==> src/rtl/ex_alu_stage_pkg.sv <==
// Shared types and constants for the 16-bit execute-stage ALU.
// Opcode map, operand-invert decode and the raw beat carried in the skid entry.
package ex_alu_stage_pkg;

    localparam int WIDTH = 16;
    localparam int TAG_W = 3;

    localparam logic [2:0] ALU_ADD  = 3'b000;
    localparam logic [2:0] ALU_SUB  = 3'b001;
    localparam logic [2:0] ALU_AND  = 3'b010;
    localparam logic [2:0] ALU_OR   = 3'b011;
    localparam logic [2:0] ALU_NOR  = 3'b100;
    localparam logic [2:0] ALU_SLT  = 3'b101;
    localparam logic [2:0] ALU_NAND = 3'b110;
    localparam logic [2:0] ALU_XOR  = 3'b111;

    typedef struct packed {
        logic inv_x;
        logic inv_y;
        logic cin;
    } inv_t;

    typedef struct packed {
        logic [WIDTH-1:0] x;
        logic [WIDTH-1:0] y;
        logic [2:0]       op;
        logic [TAG_W-1:0] tag;
    } beat_t;

    typedef struct packed {
        logic zero;
        logic carry;
        logic ovf;
    } flags_t;

    function automatic inv_t alu_inv(input logic [2:0] op);
        inv_t r;
        r = '0;
        unique case (op)
            ALU_SUB, ALU_SLT:  r = '{inv_x: 1'b0, inv_y: 1'b1, cin: 1'b1};
            ALU_NOR, ALU_NAND: r = '{inv_x: 1'b1, inv_y: 1'b1, cin: 1'b0};
            default:           r = '0;
        endcase
        return r;
    endfunction

endpackage

==> src/rtl/ex_alu_stage_operand_invert_mux.sv <==
// Selects an ALU operand or its bitwise complement.
// One instance per operand feeds the shared adder/logic unit.
module operand_invert_mux #(
    parameter int W = 16
) (
    input  logic [W-1:0] a,
    input  logic         sel,
    output logic [W-1:0] y
);

    assign y = sel ? ~a : a;

endmodule

==> src/rtl/ex_alu_stage.sv <==
// Execute-stage ALU: operand invert, add/logic/slt, flags,
// registered output with a one-entry skid buffer on a valid/ready link.
module ex_alu_stage
    import ex_alu_stage_pkg::*;
(
    input  logic             clk,
    input  logic             rst_n,
    input  logic             in_valid,
    output logic             in_ready,
    input  logic [WIDTH-1:0] in_x,
    input  logic [WIDTH-1:0] in_y,
    input  logic [2:0]       in_op,
    input  logic [TAG_W-1:0] in_tag,
    input  logic             flush,
    output logic             out_valid,
    input  logic             out_ready,
    output logic [WIDTH-1:0] out_result,
    output logic [TAG_W-1:0] out_tag,
    output logic             out_zero,
    output logic             out_carry,
    output logic             out_ovf
);

    beat_t            skid_q, skid_d;
    logic             skid_valid_q, skid_valid_d;
    logic             out_valid_q, out_valid_d;
    logic [WIDTH-1:0] out_result_q, out_result_d;
    logic [TAG_W-1:0] out_tag_q, out_tag_d;
    flags_t           flags_q, flags_d;
    logic             in_ready_q, in_ready_d;

    beat_t            in_beat;
    beat_t            sel_beat;
    inv_t             inv;
    logic [WIDTH-1:0] xs;
    logic [WIDTH-1:0] ys;
    logic [WIDTH:0]   sum;
    logic             ovf_raw;
    logic [WIDTH-1:0] alu_res;
    flags_t           alu_flags;
    logic             in_fire;
    logic             out_free;

    assign in_beat.x   = in_x;
    assign in_beat.y   = in_y;
    assign in_beat.op  = in_op;
    assign in_beat.tag = in_tag;

    // The skid entry is older than anything on the input, so it computes first.
    assign sel_beat = skid_valid_q ? skid_q : in_beat;
    assign inv      = alu_inv(sel_beat.op);

    operand_invert_mux #(.W(WIDTH)) u_mux_x (
        .a   (sel_beat.x),
        .sel (inv.inv_x),
        .y   (xs)
    );

    operand_invert_mux #(.W(WIDTH)) u_mux_y (
        .a   (sel_beat.y),
        .sel (inv.inv_y),
        .y   (ys)
    );

    assign sum = {1'b0, xs} + {1'b0, ys}
               + {{WIDTH{1'b0}}, inv.cin};

    assign ovf_raw = (xs[WIDTH-1] == ys[WIDTH-1])
                   & (sum[WIDTH-1] != xs[WIDTH-1]);

    always_comb begin
        alu_res         = sum[WIDTH-1:0];
        alu_flags       = '0;
        unique case (sel_beat.op)
            ALU_ADD, ALU_SUB: begin
                alu_res         = sum[WIDTH-1:0];
                alu_flags.carry = sum[WIDTH];
                alu_flags.ovf   = ovf_raw;
            end
            ALU_AND:  alu_res = sel_beat.x & sel_beat.y;
            ALU_OR:   alu_res = sel_beat.x | sel_beat.y;
            ALU_NOR:  alu_res = xs & ys;
            ALU_NAND: alu_res = xs | ys;
            ALU_XOR:  alu_res = sel_beat.x ^ sel_beat.y;
            ALU_SLT: begin
                alu_res       = {{(WIDTH-1){1'b0}},
                                 sum[WIDTH-1] ^ ovf_raw};
                alu_flags.ovf = ovf_raw;
            end
            default: alu_res = sum[WIDTH-1:0];
        endcase
        alu_flags.zero = (alu_res == '0);
    end

    assign in_fire  = in_valid & in_ready_q;
    assign out_free = ~out_valid_q | out_ready;

    always_comb begin
        skid_d       = skid_q;
        skid_valid_d = skid_valid_q;
        out_valid_d  = out_valid_q;
        out_result_d = out_result_q;
        out_tag_d    = out_tag_q;
        flags_d      = flags_q;
        if (flush) begin
            out_valid_d  = 1'b0;
            skid_valid_d = 1'b0;
        end else if (out_free) begin
            if (skid_valid_q || in_fire) begin
                out_valid_d  = 1'b1;
                out_result_d = alu_res;
                out_tag_d    = sel_beat.tag;
                flags_d      = alu_flags;
                skid_valid_d = 1'b0;
            end else begin
                out_valid_d = 1'b0;
            end
        end else if (in_fire) begin
            skid_d       = in_beat;
            skid_valid_d = 1'b1;
        end
        // Ready drops one cycle behind a stall, leaving room for one skid beat.
        in_ready_d = flush
                   | (~skid_valid_d & ~(out_valid_q & ~out_ready));
    end

    always_ff @(posedge clk) begin
        if (!rst_n) begin
            skid_q       <= '0;
            skid_valid_q <= 1'b0;
            out_valid_q  <= 1'b0;
            out_result_q <= '0;
            out_tag_q    <= '0;
            flags_q      <= '0;
            in_ready_q   <= 1'b0;
        end else begin
            skid_q       <= skid_d;
            skid_valid_q <= skid_valid_d;
            out_valid_q  <= out_valid_d;
            out_result_q <= out_result_d;
            out_tag_q    <= out_tag_d;
            flags_q      <= flags_d;
            in_ready_q   <= in_ready_d;
        end
    end

    assign in_ready   = in_ready_q;
    assign out_valid  = out_valid_q;
    assign out_result = out_result_q;
    assign out_tag    = out_tag_q;
    assign out_zero   = flags_q.zero;
    assign out_carry  = flags_q.carry;
    assign out_ovf    = flags_q.ovf;

endmodule

==> config.mk <==
export PLATFORM = sky130hd
export DESIGN_NAME = ex_alu_stage
export DESIGN_NICKNAME = d
export VERILOG_FILES = /design/src/rtl/ex_alu_stage_pkg.sv /design/src/rtl/ex_alu_stage_operand_invert_mux.sv /design/src/rtl/ex_alu_stage.sv
export SDC_FILE = /design/constraint.sdc
export NUM_CORES = 1
export LEC_CHECK = 0
export CORE_MARGIN = 2
export CORE_UTILIZATION = 45
export CTS_CLUSTER_SIZE = 40
export DETAILED_ROUTE_END_ITERATION = 16
export PLACE_DENSITY = 0.77
export SLEW_MARGIN = 30
export SYNTH_ARGS = -nofsm -noshare
export SYNTH_HDL_FRONTEND = slang
export SYNTH_SLANG_ARGS = --single-unit
==> constraint.sdc <==
create_clock -name clk -period 4.04 [get_ports clk]
set_clock_uncertainty 0.1 [all_clocks]
set_input_delay 0.808 -clock clk [delete_from_list [all_inputs] [get_ports clk]]
set_output_delay 0.808 -clock clk [all_outputs]
set_load 0.02 [all_outputs]
### Word level (Yosys, flattened, before mapping)

Cells that the tools add are included.

| cells by class | value |
|---|---|
| add/subtract/negate cells | 2 |
| multiply operators | 0 |
| divide/modulo/power cells | 0 |
| magnitude comparators | 0 |
| eq/ne operators | 9 |
| shifts and indexed selects | 0 |
| muxes and demuxes | 12 |
| bitwise gates (word level) | 21 |
| reduce and logical (&&, ||, !) cells | 10 |

Operators by type and width:

| operator | number |
|---|---|
| case mux 16 bit (7 select lines) | 1 |
| 2-to-1 mux 38 bit | 1 |
| bitwise AND 16 bit | 2 |
| 2-to-1 mux 16 bit | 2 |
| NOT 16 bit | 2 |
| bitwise OR 16 bit | 2 |
| adder 16 x 16 -> 17 bit | 1 |
| adder 17 x 1 -> 17 bit | 1 |
| zero test 16 bit | 1 |
| XOR 16 bit | 1 |
| == test 3 bit (second input constant) | 4 |
| OR reduction 2 bit | 4 |
| 2-to-1 mux 1 bit | 7 |
| NOT 1 bit | 7 |
| == test 3 x 2 -> 1 bit (second input constant) | 2 |
| case mux 3 bit (2 select lines) | 1 |
| AND reduction 3 bit | 2 |
| bitwise AND 1 bit | 4 |
| == test 3 x 1 -> 1 bit (second input constant) | 1 |
| zero test 3 bit | 1 |
| OR reduction 3 bit | 1 |
| bitwise OR 1 bit | 2 |
| == test 1 bit | 1 |
| logical OR 1 bit | 1 |
| other kinds (2) | 2 |

| storage, ports and cells | value |
|---|---|
| flip-flop bits (word level) | 63 |
| latch bits | 0 |
| bits in writable memories | 0 |
| memory bits (read-only) | 0 |
| input port bits | 43 |
| output and inout port bits | 24 |
| word-level logic and storage cells | 66 |
| memories kept | 0 |

### Longest topological paths before layout

| depth | value |
|---|---|
| depth in word-level cells | 12 |
| mapped depth | 19 |
| mapped depth without buffers | 16 |

### Cells and area by module

Synthesis repeated with hierarchy kept, for this count alone.

| second synthesis, totals | value |
|---|---|
| cell total of the unflattened synthesis | 687 |
| area, all modules | 5615.4 sq um |

By module, submodules not included:

| module | times used | cells an instance | area each (sq um) | sequential area each (sq um) |
|---|---|---|---|---|
| ex_alu_stage | 1 | 651 | 5272.6 | 1261.2 |
| operand_invert_mux | 2 | 18 | 171.4 | 0.0 |

### Least setup slack after synthesis

OpenSTA, ideal clock, no wires.

| path | value |
|---|---|
| kind | input -> register |
| start point | in in_op[2] |
| end point | reg flags_q (netlist bit out_zero) |
| library setup time | 0.069 ns |
| data arrival time | 4.140 ns |
| data required time | 3.871 ns |
| setup slack | -0.269 ns |
| cell stages on the path | 17 |
| path buffers | 1 |
| cell sequence | mux2i_2 nor2_2 buf_2 nor2_2 xnor2_1 inv_1 fa_1 inv_1 fa_1 a211oi_1 nor2_1 xor2_1 a221oi_1 o2111ai_1 nor4b_2 nand4_1 o21ai_1 |

| on the way | value |
|---|---|
| longest elaborated chain between the ends | 12 |
| elaborated cells between the ends (all ways) | 25 |
| those cells by class | add/sub (2); eq/ne (9); mux (5); bitwise (4); reduce/logical (5) |

RTL lines:

| item | RTL line | text |
|---|---|---|
| start: declaration | ex_alu_stage.sv:12 | `input logic [2:0] in_op,` |
| 2-to-1 mux 38 bit * | ex_alu_stage.sv:50 | `assign sel_beat = skid_valid_q ? skid_q : in_beat;` |
| == test 3 bit or == test 3 x 1 -> 1 bit (tied branches) | ex_alu_stage_pkg.sv:39, ex_alu_stage.sv:74 |  |
| OR reduction 2 bit | ex_alu_stage_pkg.sv:39 | `unique case (op)` |
| case mux 3 bit (2 select lines) | ex_alu_stage_pkg.sv:39 |  |
| 2-to-1 mux 16 bit | ex_alu_stage_operand_invert_mux.sv:11 | `assign y = sel ? ~a : a;` |
| adder 16 x 16 -> 17 bit | ex_alu_stage.sv:65 | `assign sum = {1'b0, xs} + {1'b0, ys}` |
| adder 17 x 1 -> 17 bit | ex_alu_stage.sv:66 | `+ {{WIDTH{1'b0}}, inv.cin};` |
| != test 1 bit | ex_alu_stage.sv:69 | `& (sum[WIDTH-1] != xs[WIDTH-1]);` |
| bitwise AND 1 bit | ex_alu_stage.sv:69 |  |
| XOR 1 bit | ex_alu_stage.sv:87 | `sum[WIDTH-1] ^ ovf_raw};` |
| case mux 16 bit (7 select lines) * | ex_alu_stage.sv:74 | `unique case (sel_beat.op)` |
| zero test 16 bit * | ex_alu_stage.sv:92 | `alu_flags.zero = (alu_res == '0);` |
| end signal: assignment | ex_alu_stage.sv:142 | `flags_q <= flags_d;` |
| end: declaration | ex_alu_stage.sv:29 | `flags_t flags_q, flags_d;` |

Mark *: on every way between the ends. The rest lies on a longest branch, timed or not.
A chain may end at the register's enable or synchronous reset.

### Worst setup path after layout

| path | value |
|---|---|
| start point | reg skid_valid_q |
| end point | reg flags_q (netlist bit out_zero) |

| on the way | value |
|---|---|
| longest elaborated chain between the ends | 12 |
| elaborated cells between the ends (all ways) | 32 |
| those cells by class | add/sub (2); eq/ne (9); mux (5); bitwise (9); reduce/logical (7) |

RTL lines:

| item | RTL line | text |
|---|---|---|
| start: declaration | ex_alu_stage.sv:25 | `logic skid_valid_q, skid_valid_d;` |
| start signal: assignment | ex_alu_stage.sv:138 | `skid_valid_q <= skid_valid_d;` |
| 2-to-1 mux 38 bit | ex_alu_stage.sv:50 |  |
| == test 3 bit or == test 3 x 1 -> 1 bit (tied branches) | ex_alu_stage_pkg.sv:39, ex_alu_stage.sv:74 |  |
| OR reduction 2 bit | ex_alu_stage_pkg.sv:39 |  |
| case mux 3 bit (2 select lines) | ex_alu_stage_pkg.sv:39 |  |
| 2-to-1 mux 16 bit | ex_alu_stage_operand_invert_mux.sv:11 |  |
| adder 16 x 16 -> 17 bit | ex_alu_stage.sv:65 |  |
| adder 17 x 1 -> 17 bit | ex_alu_stage.sv:66 |  |
| != test 1 bit | ex_alu_stage.sv:69 |  |
| bitwise AND 1 bit | ex_alu_stage.sv:69 |  |
| XOR 1 bit | ex_alu_stage.sv:87 |  |
| case mux 16 bit (7 select lines) | ex_alu_stage.sv:74 |  |
| zero test 16 bit | ex_alu_stage.sv:92 |  |

Several ways; a longest one is shown, not always the timed one.

==> impl_metrics.json <==
{
  "synth_top_area_frac": 0.221,
  "cts.sinks": 63,
  "cts-htree-levels": 3,
  "required_ps": 4210,
  "placed_area_um2": 7180,
  "worstMarginPinSlew_ps": 806,
  "r2r_start": "skid_valid_q$_SDFF_PN0_",
  "wl_per_cell_um": 16.2,
  "critPathCaptureType": "register",
  "fmaxAchievable_ghz": 0.250,
  "critPathArrivalTime_ps": 4170,
  "first_pass_iters": 5,
  "diodes": 0,
  "leakage_uw": 0.00353,
  "die_w_um": 117,
  "root_buffer": "clkbuf_16",
  "totalWireLength_um": 17000,
  "synth.distinct_cells": 65,
  "worstSetupPathType": "reg -> reg",
  "grt.total_usage": 0.252,
  "grt-ovfl-total": 0,
  "relSlewSlack": 0.448,
  "finalInstanceArea_um2": 7810,
  "r2r_slack_ps": 40,
  "cellPowerDensity_nw_per_um2": 319,
  "cts_buffers": 9,
  "fin_crit_sh": 0.990,
  "insertion_delay_ps": 340,
  "maxSlewViolCount": 0,
  "gp_congestion": 0.941,
  "synthCells": 721,
  "layout.nets": 977,
  "synth_edf_count": 0,
  "first_global_vias": 5613,
  "irDropWorstVdd_v": 0.000223,
  "vias": 5761,
  "ys.flop_type": "dfxtp_1",
  "initial_utilization": 0.455,
  "path_clk_slew_ps": 60,
  "synth.net_count": 830,
  "synth_top_area_cell": "dfxtp_1",
  "ys_ff_latch": 63,
  "hold_class": "reg -> reg",
  "fin_crit_ps": 4000,
  "ant_nets": 0,
  "rows": 41,
  "outcome": "completed",
  "netlist_area_um2": 5700,
  "port_buffers": 66,
  "drc": 0,
  "r2r_end": "out_zero$_SDFFE_PN0P_",
  "yosysWarnings": 0,
  "area_growth_syn_to_layout_pct": 37.0,
  "ys_seq_area_frac": 0.221,
  "critPathMaxFanout": 15,
  "io_pins": 67,
  "hp-start": "skid_q[23]$_SDFFE_PN0P_",
  "drtIter0Drc": 418,
  "n_fill_cell": 992,
  "antenna_found_initial": 0,
  "grt_pass1_wl_um": 26900,
  "drive_gt1_frac": 0.208,
  "vias_per_cell": 5.51,
  "die_y_um": 117,
  "whs_path_depth": 2,
  "layout.cells.non_filler": 1045,
  "cap_violations": 0,
  "hold_viol_final": 0,
  "synthArstFlopShare": 0,
  "ys_top_cells_by_area": "dfxtp_1, ha_1, mux2i_1, nand2_1, xnor2_1",
  "postSynthAreaPerCell_um2": 7.90,
  "cts_tree": "done",
  "worst_hold_path.endpoint": "skid_q[23]$_SDFFE_PN0P_",
  "cp-start-kind": "register",
  "dp_hpwl_um": 12300,
  "reg2reg_depth": 16,
  "place_inst": 1021,
  "dieArea_um2": 13600,
  "max-clock-path-buffers": 2,
  "cp_slowest_cell": "or4_4",
  "slowest_delay_ps": 560,
  "setup_viol": 0,
  "grt_max_degree": 49,
  "core_area_um2": 12500,
  "path_cells": "buf_4, mux2i_1, nor2_4, nor2_4, buf_12, xnor2_2, ha_1, a21o_1, a21o_1, a22oi_2, nand3_2, buf_4, a21oi_1, o31ai_1, or4_4, o21ai_2"
}
cell usage after synthesis, types with 6 or more instances:
master,number
o21ai_0,15
nor2b_1,10
and3_1,6
xnor2_1,36
a21o_1,9
nand2_1,108
buf_2,6
a211oi_1,6
a21oi_1,27
a21boi_0,38
a31oi_1,6
inv_1,79
ha_1,64
mux2i_1,44
nor2_1,33
o211ai_1,10
nand3_1,9
nor3_1,8
dfxtp_1,63
o211a_1,16
clkbuf_1,28
where the power goes:
group          switching (uW)  internal [uW]
registers                7.51            634
clock network             296            497
logic                     537            521
total                     840           1650
stage by stage:
step / setup TNS (ps) / utilization / total power [uW] / hold slack (ps) / setup WS (ps)
2_1_floorplan: 0 / - / 1190 / 343 / 18.3
3_3_place_gp: -3300 / 0.574 / 1580 / 349 / -456
3_5_place_dp: -4180 / 0.574 / 1600 / 356 / -499
4_1_cts: 0 / 0.611 / 2430 / 364 / 0.0613
5_1_grt: -140 / 0.624 / 2620 / 381 / -137
6_report: 0 / 0.624 / 2490 / 363 / 38.9
worst max-delay path, delay by kind of cell, from the launching register on:
family | cells | cell delay [ps]
buf+inv | 3 | 590
compound gates | 6 | 1000
simple gates | 4 | 930
flops | 1 | 460
mux | 1 | 390
fa+ha+maj | 1 | 300
xor+xnor | 1 | 150
flip-flops by register name, summed over array words and instances (netlist names):
name,flops
skid_q,38
out_result,16
out_tag,3
in_ready,1
out_carry,1
out_ovf,1
out_valid,1
out_zero,1
skid_valid_q,1
area by class of cell:
| class | instances | area [um2] | area share |
|---|---|---|---|
| inverters | 80 | 300 | 0.0385 |
| clock buffers | 10 | 239 | 0.0306 |
| flip-flops and latches | 63 | 1260 | 0.162 |
| well taps | 172 | 215 | 0.0276 |
| clock inverters | 6 | 68.8 | 0.00881 |
| repair buffers | 177 | 1520 | 0.195 |
| multi-input cells | 537 | 4200 | 0.538 |
per-layer routing:
layer,GRT usage,up-vias,routed length (um)
li1,-,2778,-
met1,0.317,2725,7340
met2,0.422,203,8020
met3,0.0472,55,974
met4,0.113,0,618
met5,0,-,0
what timing repair did:
| action | 4_1_cts | 5_1_grt |
|---|---|---|
| setup buffers | 5 | 3 |
| hold buffers | 0 | 0 |
| endpoints found under the setup margin | 7 | 8 |
| pin swaps | 8 | 19 |
| hold endpoints to repair | 0 | 0 |
| gates resized for setup | 25 | 28 |
placed cells by master (no fill, tap or decap), drive strengths merged, types with 5 or more instances in the layout:
| cell | count |
|---|---|
| a211oi | 6 |
| a21boi | 38 |
| a21o | 9 |
| a21oi | 27 |
| a221oi | 5 |
| a22oi | 5 |
| a31oi | 6 |
| and2 | 5 |
| and3 | 6 |
| buf | 112 |
| clkbuf | 10 |
| clkdlybuf4s50 | 62 |
| dfxtp | 63 |
| ha | 64 |
| inv | 81 |
| mux2i | 45 |
| nand2 | 109 |
| nand3 | 9 |
| nand4 | 5 |
| nor2 | 35 |
| nor2b | 10 |
| nor3 | 8 |
| nor3b | 5 |
| o2111ai | 5 |
| o211a | 16 |
| o211ai | 10 |
| o21ai | 16 |
| o221ai | 5 |
| xnor2 | 37 |
worst max-delay path by stage:
stage / startpoint / end / slack [ps]
after CTS: in_op[0] / out_zero$_SDFFE_PN0P_ / 0.06
after global routing: skid_valid_q$_SDFF_PN0_ / out_zero$_SDFFE_PN0P_ / -140
after global placement: in_op[1] / out_zero$_SDFFE_PN0P_ / -460
after detailed placement: in_op[0] / out_zero$_SDFFE_PN0P_ / -500
final: skid_valid_q$_SDFF_PN0_ / out_zero$_SDFFE_PN0P_ / 40
after floorplan: in_op[0] / out_zero$_SDFFE_PN0P_ / 20
logic make-up after synthesis:
logic type	after synthesis	synth area share
simple gates	211	0.172
compound gates	170	0.217
buf+inv	121	0.0863
fa+ha+maj	66	0.148
flops	63	0.221
mux	49	0.0915
xor+xnor	41	0.0643
(Power assumes the default switching activity.)
